File: config.mk
export PLATFORM = sky130hd
export DESIGN_NAME = riscv_lsu
export DESIGN_NICKNAME = d
export VERILOG_FILES = /design/src/rtl/riscv_lsu.sv
export SDC_FILE = /design/constraint.sdc
export NUM_CORES = 1
export LEC_CHECK = 0
export ABC_AREA = 0
export CAP_MARGIN = 20
export CORE_ASPECT_RATIO = 1.4
export CORE_MARGIN = 4
export CORE_UTILIZATION = 38
export DETAILED_ROUTE_END_ITERATION = 8
export PLACE_DENSITY = 0.77
export SYNTH_ARGS = -nofsm -noshare
export SYNTH_HDL_FRONTEND = slang
export SYNTH_SLANG_ARGS = --single-unit
export TNS_END_PERCENT = 20
File: constraint.sdc
create_clock -name clk_i -period 2.34 [get_ports clk_i]
set_clock_uncertainty 0.05 [all_clocks]
set_input_delay 0.468 -clock clk_i [delete_from_list [all_inputs] [get_ports clk_i]]
set_output_delay 0.468 -clock clk_i [all_outputs]
set_load 0.005 [all_outputs]
File: src/rtl/riscv_lsu.sv
// ============================================================================
//  Module   : riscv_lsu
//  Purpose  : Load/store unit between the core and a 32-bit data memory.
//             Turns byte/halfword/word accesses into byte-enabled word
//             transactions, stalls the core until the memory acknowledges,
//             extends load data, and flags misaligned accesses and timeouts.
//  Ports    : clk_i, rst_i             clock, synchronous active-high reset
//             core_req_i/we_i/size_i   access request, store flag, size code
//             core_addr_i/core_wd_i    byte address, right-aligned store data
//             core_rd_o/core_stall_o   extended load data, core freeze
//             misaligned_o/timeout_o   one-cycle fault pulses
//             mem_req_o/we_o/be_o      memory request, write, byte enables
//             mem_addr_o/mem_wd_o      word address, replicated write data
//             mem_rd_i/mem_ready_i     memory read word, acknowledge
//  Revision : 1.0  initial release
// ============================================================================
`default_nettype none

module riscv_lsu #(
  parameter int TIMEOUT_CYCLES = 16
) (
  input  logic        clk_i,
  input  logic        rst_i,
  input  logic        core_req_i,
  input  logic        core_we_i,
  input  logic [2:0]  core_size_i,
  input  logic [31:0] core_addr_i,
  input  logic [31:0] core_wd_i,
  output logic [31:0] core_rd_o,
  output logic        core_stall_o,
  output logic        misaligned_o,
  output logic        timeout_o,
  output logic        mem_req_o,
  output logic        mem_we_o,
  output logic [3:0]  mem_be_o,
  output logic [31:0] mem_addr_o,
  output logic [31:0] mem_wd_o,
  input  logic [31:0] mem_rd_i,
  input  logic        mem_ready_i
);

  typedef enum logic {IDLE = 1'b0, WAIT = 1'b1} state_t;

  state_t      state;
  logic [7:0]  cnt;
  logic        cap_we;
  logic [2:0]  cap_size;
  logic [1:0]  cap_off;
  logic [29:0] cap_waddr;
  logic [3:0]  cap_be;
  logic [31:0] cap_wd;

  logic        aligned;
  logic [3:0]  new_be;
  logic [31:0] new_wd;
  logic        last_wait;
  logic [7:0]  rd_byte;
  logic [15:0] rd_half;
  logic [31:0] rd_ext;

  // Undefined size codes fall into the default branch and are rejected.
  always_comb begin
    case (core_size_i)
      3'd0, 3'd4: aligned = 1'b1;
      3'd1, 3'd5: aligned = ~core_addr_i[0];
      3'd2:       aligned = (core_addr_i[1:0] == 2'b00);
      default:    aligned = 1'b0;
    endcase
  end

  always_comb begin
    case (core_size_i[1:0])
      2'd0: begin
        new_be = 4'b0001 << core_addr_i[1:0];
        new_wd = {4{core_wd_i[7:0]}};
      end
      2'd1: begin
        new_be = 4'b0011 << core_addr_i[1:0];
        new_wd = {2{core_wd_i[15:0]}};
      end
      default: begin
        new_be = 4'b1111;
        new_wd = core_wd_i;
      end
    endcase
  end

  assign last_wait = (cnt == 8'(TIMEOUT_CYCLES - 1));

  always_comb begin
    rd_byte = mem_rd_i[8*cap_off +: 8];
    rd_half = mem_rd_i[16*cap_off[1] +: 16];
    case (cap_size)
      3'd0:    rd_ext = {{24{rd_byte[7]}}, rd_byte};
      3'd1:    rd_ext = {{16{rd_half[15]}}, rd_half};
      3'd2:    rd_ext = mem_rd_i;
      3'd4:    rd_ext = {24'd0, rd_byte};
      3'd5:    rd_ext = {16'd0, rd_half};
      default: rd_ext = 32'd0;
    endcase
  end

  // Outputs are combinational so an aligned request reaches memory in its
  // issue cycle and load data is available in the ready cycle.
  always_comb begin
    core_rd_o    = 32'd0;
    core_stall_o = 1'b0;
    misaligned_o = 1'b0;
    timeout_o    = 1'b0;
    mem_req_o    = 1'b0;
    mem_we_o     = 1'b0;
    mem_be_o     = 4'd0;
    mem_addr_o   = 32'd0;
    mem_wd_o     = 32'd0;
    if (!rst_i) begin
      case (state)
        IDLE: begin
          if (core_req_i) begin
            if (aligned) begin
              mem_req_o    = 1'b1;
              mem_we_o     = core_we_i;
              mem_be_o     = new_be;
              mem_addr_o   = {core_addr_i[31:2], 2'b00};
              mem_wd_o     = new_wd;
              core_stall_o = 1'b1;
            end else begin
              misaligned_o = 1'b1;
            end
          end
        end
        WAIT: begin
          // Ready beats a coincident timeout.
          if (mem_ready_i || !last_wait) begin
            mem_req_o    = 1'b1;
            mem_we_o     = cap_we;
            mem_be_o     = cap_be;
            mem_addr_o   = {cap_waddr, 2'b00};
            mem_wd_o     = cap_wd;
            core_stall_o = ~mem_ready_i;
            if (mem_ready_i && !cap_we) begin
              core_rd_o = rd_ext;
            end
          end else begin
            timeout_o = 1'b1;
          end
        end
        default: ;
      endcase
    end
  end

  always_ff @(posedge clk_i) begin
    if (rst_i) begin
      state     <= IDLE;
      cnt       <= 8'd0;
      cap_we    <= 1'b0;
      cap_size  <= 3'd0;
      cap_off   <= 2'd0;
      cap_waddr <= 30'd0;
      cap_be    <= 4'd0;
      cap_wd    <= 32'd0;
    end else begin
      case (state)
        IDLE: begin
          if (core_req_i && aligned) begin
            cap_we    <= core_we_i;
            cap_size  <= core_size_i;
            cap_off   <= core_addr_i[1:0];
            cap_waddr <= core_addr_i[31:2];
            cap_be    <= new_be;
            cap_wd    <= new_wd;
            cnt       <= 8'd0;
            state     <= WAIT;
          end
        end
        WAIT: begin
          if (mem_ready_i || last_wait) begin
            state <= IDLE;
          end else begin
            cnt <= cnt + 8'd1;
          end
        end
        default: state <= IDLE;
      endcase
    end
  end

endmodule

`default_nettype wire

# --- Yosys cells after proc, flatten, opt, wreduce, memory -nomap -nowiden ---
# Cells that the tools add are included.
word_totals:
  reg_bits: 81
  input_bits: 104
  wordCells: 91
classes:
  add_sub_neg: 1
  eq_ne: 12
  shift: 4
  n_mux: 49
  bitwise_logic: 3
  reduce_logical: 14
op_table:
  columns: ["cell", "count"]
  rows:
  - ["$mux W32", 12]
  - ["$pmux W32 S2", 3]
  - ["$pmux W32 S5", 1]
  - ["$shiftx A32 B6 Y16", 1]
  - ["$shiftx A32 B6 Y8", 1]
  - ["$mux W1", 19]
  - ["$mux W4", 4]
  - ["$mux W8", 2]
  - ["$pmux W4 S2", 2]
  - ["$pmux W8 S2", 1]
  - ["$eq A3 B3 Y1 const B", 4]
  - ["$add A8 B1 Y8 const B", 1]
  - ["$eq A8 B4 Y1 const B", 1]
  - ["$pmux W1 S2", 4]
  - ["$eq A3 B1 Y1 const B", 2]
  - ["$eq A3 B2 Y1 const B", 2]
  - ["$logic_not A3 Y1", 2]
  - ["$logic_not A2 Y1", 2]
  - ["$ne A2 B2 Y1 const B", 2]
  - ["$reduce_and A2 Y1", 2]
  - ["$reduce_or A2 Y1", 2]
  - ["$shl A1 B2 Y4 const A", 1]
  - ["$shl A2 B2 Y4 const A", 1]
  - ["$not A1 Y1", 3]
  - ["other kinds (5)", 8]

# --- Logic depth before layout (Yosys ltp) ---
# Gate-level depths: netlist of the first run.
logic_depth:
  depth_word: 7
  mapped_depth: 7
  mapped_depth_nobuf: 5

# --- Worst setup path before layout of the first run ---
# OpenSTA, ideal clock, no wires.
synth_timing:
  path_type: "input to output"
  start: "in core_size_i[0]"
  end: "out core_stall_o"
  arrival_ns: 1.811
  slack_ns: 0.011
  stages: 6
  n_path_buf: 3
  cell_sequence: "clkbuf_1 > o31a_1 > or3_1 > clkbuf_1 > clkbuf_1 > a21oi_1"
synth_via:
  elab_chain_cells: 7
  word_cells_on_any_way: 12
  classes_between: "eq/ne: 4; mux: 5; reduce/logical: 3"
synth_lines:
  columns: ["item", "line_no", "rtl"]
  rows:
  - ["start: declaration", "26", "input logic [2:0] core_size_i,"]
  - ["$eq A3 B1 Y1 (tied with other cells)", "63", "case (core_size_i)"]
  - ["$reduce_or A2 Y1", "63", null]
  - ["$pmux W1 S3 *", "63", null]
  - ["$mux W1 *", "119", "if (aligned) begin"]
  - ["$mux W1 *", "118", "if (core_req_i) begin"]
  - ["$pmux W1 S2 *", "116", "case (state)"]
  - ["$mux W1 *", "115", "if (!rst_i) begin"]
  - ["end: declaration", "30", "output logic core_stall_o,"]
# Mark *: on every way between the ends. The rest lies on a longest branch, timed or not.

# --- Worst setup path after layout of the first run ---
layout_timing:
  start: "reg cnt[4]"
  end: "out mem_addr_o[2]"
layout_via:
  elab_chain_cells: 6
layout_lines:
  columns: ["item", "line_no", "rtl"]
  rows:
  - ["start: declaration", "45", "logic [7:0] cnt;"]
  - ["start signal: assignment", "180", "cnt <= cnt + 8'd1;"]
  - ["$eq A8 B4 Y1", "88", "assign last_wait = (cnt == 8'(TIMEOUT_CYCLES - 1));"]
  - ["$logic_not A1 Y1", "133", "if (mem_ready_i || !last_wait) begin"]
  - ["$logic_or A1 B1 Y1", "133", null]
  - ["$mux W32", "133", null]
  - ["$pmux W32 S2", "116", null]
  - ["$mux W32", "115", null]
  - ["end: declaration", "36", "output logic [31:0] mem_addr_o,"]
# Every way passes these cells.

==> metrics.txt, run 1 <==
clk root buf clkbuf_16; synthesis warning total 0; Pwr Density 492 nW/um^2; TritonCTS Buffers 9; cts hold-fix bufs 0; worst-margin pin slew 0.584 ns; register area share after synthesis 0.346; Min-Delay Endpoint cap_be[2]; gr ovfl total 0; 1st-iter DRT viols 245; register-to-register setup slack 0.52 ns; Fin Hold WS 0.403 ns; Final Hold Viols 0; Worst R2R End cap_we; Post-Route WL 19000 um; max-cap violations 0; top cell type by total area after synthesis dfxtp_1; average wire per standard cell 18.4 um; antenna-violating nets left 0; Synth Instances 605; Slew headroom 0.611; Setup Crit Path Kind reg -> out; Buf+Inv Stages, Crit Path 3; drt pass-1 iters 6; # rows 47; Critical Path Fanout Max 6; worst setup margin -0.514 ns; final period utilization 1.22; EDFF count, synth 0; Via density 5.59; share of post-route cells with drive strength above 1 0.286; P&R area growth vs syn 63.5%; die width 102 um; clock latency on the worst-skew pair 0.33 ns; Non-Filler Instances 1029; Worst Hold Class reg -> reg; hpwl dp 13700 um; largest net degree at the start of global routing 54; Setup violations, final 101; synth top area cells dfxtp_1, nand2_1, a21oi_1; Via Count 5756; maximum clock frequency 0.350 GHz; CORE AREA 11900 sq um; element type at the critical path start register; final net count 981; Yosys top cell area share 0.346; Synth Register Bits 81; HP Start cap_be[2]; Min Clock Period, post-route 2.85 ns; mapped cell area 4690 sq um; vias in the first global route 5839; sinks on the clock net 81; ys flop type dfxtp_1; Clock Tree Buf Depth 2; Crit path depth 7; PortBufs 206; Setup crit end kind output port; Post-synth ARST share 0; TritonCTS clock tree done; Slowest cell on crit path or4_4; Hold Path Depth 1; failing checks negative setup slack; DRC Markers 0; CP Data Required Time 1.82 ns; status complete, but fails checks; crit path cell chain or4_4, or3_4, nor2b_4, buf_12, buf_4, a22o_1, buf_2; Die ar. 14200 sq um; Ports 209; max-slew violations 0; initial antenna violation count 4; first-pass GRT wire length 29600 um; CP max stage delay 0.54 ns; clk slew on worst S/H paths 0.06 ns; Starting Density 0.393; critical path data arrival time 2.34 ns; Netlist cell types 54; CP delay by family, top simple AND/OR/NAND/NOR gates; RSZ-0062 raised after global routing true; Peak VDD IR 0.000387 V; R2R cell count 7; # H-tree levels 3; Syn Area/Cell 7.75 sq um; placed cells 1001; pre-CTS setup slack -0.741 ns; RD Place Congestion 0.979; r2r startpoint state; GRT Total Usage 0.261; Die Y 139 um; LEAKAGE 3.51 nW
-- power by group --
group / switching [W] / internal (W)
registers: 0.0000372 / 0.00144
clock network: 0.000541 / 0.000919
logic: 0.000391 / 0.000447
total: 0.000970 / 0.00281
-- logic make-up (layout without fill, tap and decap cells) --
group                    after synthesis  count (layout)  share of synthesized area
other                                  1               5                   0.000799
AND/OR/NAND/NOR                      198             199                      0.190
adder cells (fa/ha/maj)                1               1                    0.00267
AO/OA/AOI/OAI                        228             228                      0.320
multiplexers                          35              35                     0.0795
XOR/XNOR                               3               3                    0.00560
buffers and inverters                 58             330                     0.0557
flip-flops                            81              81                      0.346
-- flip-flops by register name (all words and copies together), names as in the netlist --
signal and count:
cap_wd 32, cnt 8, cap_off 2, cap_waddr 30, state 1, cap_be 4
cap_we 1, cap_size 3
-- synthesized netlist by cell type (3+ instances only) --
cell type,instances
a21o_1,37
a21oi_1,89
a222oi_1,4
a22o_1,40
a22oi_1,10
and2_1,5
and3_1,5
buf_2,11
buf_6,3
clkbuf_1,37
dfxtp_1,81
inv_1,3
mux2_2,18
mux2i_1,17
nand2_1,127
nand2b_1,3
nand3_1,6
nor2_1,25
nor3_1,3
nor3b_1,4
o21ai_0,23
o2bb2ai_1,11
-- stage by stage --
step,power (W),area [sq um],TNS (ns),util
detailed placement,0.00233,7490,-71.86,0.628
global placement,0.00231,7490,-70.38,0.628
global route,0.00392,7670,-42.40,0.643
finish,0.00378,7670,-35.53,0.643
CTS,0.00379,7760,-41.88,0.650
floorplan,0.00184,4690,0,-
-- per-layer routing --
metal  routed length [um]  vias up  part of all wire  track usage
met5                    0        -                 0            0
met2                 9850      270              0.52        0.470
met3                 1490       55             0.078       0.0506
met1                 6830     2718              0.36        0.287
met4                  791        0             0.042        0.122
li1                     -     2713                 -            -
-- worst max-delay path by stage --
stage                     slack (ns)       endpoint      startpoint
after floorplan                 0.01   core_stall_o  core_size_i[0]
after global placement         -0.71   mem_wd_o[20]  core_size_i[0]
after detailed placement       -0.74  core_rd_o[12]    mem_rd_i[31]
after CTS                      -0.56    mem_wd_o[3]          cnt[5]
after global routing           -0.58    mem_wd_o[0]          cnt[4]
final                          -0.51  mem_addr_o[2]          cnt[4]
-- cells in the final DEF, fill, tap and decap left out, types with 3 or more instances in the layout --
cell | Yosys | routed
diode_2 | 0 | 3
and2_1 | 5 | 4
nor2_1 | 25 | 25
buf_6 | 3 | 8
a21o_1 | 37 | 37
buf_4 | 2 | 91
a222oi_1 | 4 | 4
buf_2 | 11 | 55
and3_1 | 5 | 5
a21oi_2 | 0 | 9
a22oi_1 | 10 | 10
nand2_1 | 127 | 126
buf_12 | 0 | 5
inv_1 | 3 | 3
dfxtp_1 | 81 | 78
mux2i_1 | 17 | 17
o21ai_0 | 23 | 23
a21oi_1 | 89 | 79
a22o_1 | 40 | 40
clkdlybuf4s50_1 | 0 | 119
dlygate4sd2_1 | 0 | 4
nand3_1 | 6 | 6
clkbuf_16 | 0 | 9
o2bb2ai_1 | 11 | 11
mux2_2 | 18 | 16
clkbuf_2 | 0 | 25
nor3_1 | 3 | 3
-- final cells by class --
type / count / area, sq um
Antenna cell: 3 / 7.51
Inverter: 3 / 11.3
Clock inverter: 4 / 70.1
Sequential cell: 81 / 1630
Tap cell: 147 / 184
Fill cell: 1013 / 4270
Clock buffer: 10 / 229
Multi-Input combinational cell: 468 / 2950
Timing Repair Buffer: 313 / 2590
-- repair_timing --
item / in CTS / in global routing
resized for setup: 305 / 39
pin swaps: 19 / 8
buffers inserted: 8 / 0
endpoints found under the setup margin: 103 / 103
cloned: 3 / 0
hold endpoints to repair: 0 / 0
Power figures use the tool's default switching activity.
==> run 2: changes to the inputs <==
--- a/config.mk
+++ b/config.mk
@@ -7,11 +7,14 @@
 export LEC_CHECK = 0
 export ABC_AREA = 0
 export CAP_MARGIN = 20
+export CELL_PAD_IN_SITES_DETAIL_PLACEMENT = 0
+export CELL_PAD_IN_SITES_GLOBAL_PLACEMENT = 1
 export CORE_ASPECT_RATIO = 1.4
 export CORE_MARGIN = 4
-export CORE_UTILIZATION = 38
+export CORE_UTILIZATION = 27
 export DETAILED_ROUTE_END_ITERATION = 8
-export PLACE_DENSITY = 0.77
+export HOLD_SLACK_MARGIN = 0.03
+export PLACE_DENSITY_LB_ADDON = 0.1
 export SYNTH_ARGS = -nofsm -noshare
 export SYNTH_HDL_FRONTEND = slang
 export SYNTH_SLANG_ARGS = --single-unit
==> run 2 against run 1 <==
The flow still finishes with violations (negative setup slack); fmax shrank 3.1%; critical path depth grew 1; largest power group is now clock; sequential share of layout area shrank 0.35 points; critical path type unchanged; non-clock buffer count shrank 3.
==> metrics.txt, run 2 (synthesized netlist as in run 1, its figures left out) <==
status complete, but fails checks; failing checks negative setup slack; Pwr Density 496 nW/um^2 (+0.67%); register-to-register setup slack 0.48 ns (-0.04 ns); GRT Total Usage 0.186 (-0.0755); Slowest cell on crit path or4_4; RSZ-0062 raised after global routing true; first-pass GRT wire length 29400 um (-0.54%); maximum clock frequency 0.340 GHz (-3.1%); Buf+Inv Stages, Crit Path 4 (+1); CP delay by family, top simple AND/OR/NAND/NOR gates; P&R area growth vs syn 66.5%; Clock Tree Buf Depth 2 (unchanged); cts hold-fix bufs 0 (unchanged); drt pass-1 iters 5 (-1); initial antenna violation count 3 (-1); Setup Crit Path Kind reg -> out; Ports 209 (unchanged); worst-margin pin slew 0.528 ns (-0.0562 ns); critical path's most frequent cell buf_6; # H-tree levels 3 (unchanged); sinks on the clock net 81 (unchanged); CP max stage delay 0.54 ns (about the same); DRC Markers 0 (unchanged); setup TNS -34.60 ns (+0.933 ns); gr ovfl total 0 (unchanged); share of post-route cells with drive strength above 1 0.318 (+0.0326); largest net degree at the start of global routing 51 (-5.6%); RD Place Congestion 0.864 (-12%); post-route cell area 7810 sq um (+1.8%); element type at the critical path start register; antenna-violating nets left 0 (unchanged); TritonCTS clock tree done; Final Hold Viols 0 (unchanged); PortBufs 206 (unchanged); clk root buf clkbuf_16; Via density 4.98 (-11%); biggest regs cap_wd x32, cap_waddr x30, cnt x8; final net count 978 (-0.31%); Largest Register cap_wd; worst setup margin -0.605 ns (-0.0910 ns); max-cap violations 0 (unchanged); max-slew violations 0 (unchanged); Setup crit end kind output port; most common cell after layout, fill and taps aside nand2_1; die width 119 um (+17%); Peak VDD IR 0.000247 V (-36%); Worst Hold Class reg -> reg; # rows 56 (+19%); Slew headroom 0.648 (+0.0374); Setup violations, final 84 (-17%); Starting Density 0.278 (-0.115); clock latency on the worst-skew pair 0.34 ns (about the same); pre-CTS setup slack -0.733 ns (+0.00818 ns); final period utilization 1.26 (+0.0389); vias in the first global route 5729 (-1.9%); average wire per standard cell 16.9 um (-8.3%); critical path data arrival time 2.43 ns (+0.09 ns); CP Data Required Time 1.82 ns (about the same); most frequent cells in the layout nand2_1, clkdlybuf4s50_1, buf_4, a21oi_1, dfxtp_1; Post-Route WL 18700 um (-1.1%); Ant. Diodes 0 (-3); Via Count 5524 (-4.0%); LEAKAGE 3.58 nW (+2.0%); CORE AREA 16900 sq um (+41%); clk slew on worst S/H paths 0.06 ns (about the same); TritonCTS Buffers 9 (unchanged); crit path cell chain or4_4, or3_4, nor2b_4, buf_6, buf_6, buf_6, o2bb2ai_2, buf_2; Die Y 164 um (+18%); Placement Cell Area 7570 sq um (+0.99%); hpwl dp 14000 um (+1.6%); Min Clock Period, post-route 2.94 ns (+0.0910 ns); 1st-iter DRT viols 316 (+29%); max FFs per register 32 (unchanged); Critical Path Fanout Max 5 (-1); Die ar. 19600 sq um (+38%)
run 2: changes by cell type in the layout (fill, tap and decap cells not counted), sizes merged:
cell / previous run / this run
clkdlybuf4s50: 119 / 96
clkinv: 2 / 1
diode: 3 / 0
dlygate4sd2: 4 / 8
inv: 3 / 5
buf: 162 / 135
clkbuf: 35 / 72
clkdlybuf4s15: 1 / 4
dlymetal6s2s: 2 / 5
run 2: report_power, final:
| group | internal [W] | total [W] | switching, W |
|---|---|---|---|
| combinational | 0.000447 | 0.000834 | 0.000386 |
| sequential | 0.00144 | 0.00148 | 0.0000388 |
| clock | 0.000967 | 0.00156 | 0.000590 |
| total | 0.00286 | 0.00387 | 0.00102 |
run 2: cell type report:
| type | count | area, sq um |
|---|---|---|
| fillers | 1718 | 9080 |
| clock buffers | 10 | 239 |
| clock inverters | 5 | 86.3 |
| multi-input cells | 468 | 3000 |
| well taps | 232 | 290 |
| repair buffers | 310 | 2550 |
| inverters | 3 | 11.3 |
| flip-flops and latches | 81 | 1630 |
run 2: what timing repair did:
action                     in CTS  in global routing
resized for setup             271                116
pin swaps                       2                 20
setup endpoints to repair     103                103
setup buffers                  10                  5
gates cloned                    0                  2
hold endpoints to repair        0                  0
run 2: final timing paths:
| path | startpoint | endpoint | cells after the start |
|---|---|---|---|
| max | cnt[7] | mem_wd_o[16] | 8 |
| max reg2reg | state | cnt[3] | 6 |
| min reg2reg | cap_be[2] | cap_be[2] | 1 |
| min | cap_be[2] | cap_be[2] | 1 |
run 2: worst reg2reg max path: cells and delay by family, from the launching register on:
family                 cells  cell delay (ns)
buffers and inverters      2             0.46
flip-flops                 1             0.31
AND/OR/NAND/NOR            4             0.94
run 2: layer usage:
layer	wire length [um]	part of all wire	GRT usage	vias to the layer above
met5	40	0.0021	0	-
met4	476	0.025	0.0646	6
met3	1040	0.055	0.0527	39
met2	9490	0.51	0.338	185
met1	7700	0.41	0.206	2582
li1	-	-	-	2712
run 2: through the flow:
step | hold WS, ns | cells | power, W | util
2_1_floorplan | 0.376 | 606 | 0.00184 | -
3_3_place_gp | 0.384 | 1079 | 0.00234 | 0.448
3_5_place_dp | 0.391 | 1079 | 0.00235 | 0.448
4_1_cts | 0.406 | 1104 | 0.00393 | 0.472
5_1_grt | 0.426 | 1109 | 0.00406 | 0.463
6_report | 0.403 | 1109 | 0.00387 | 0.463
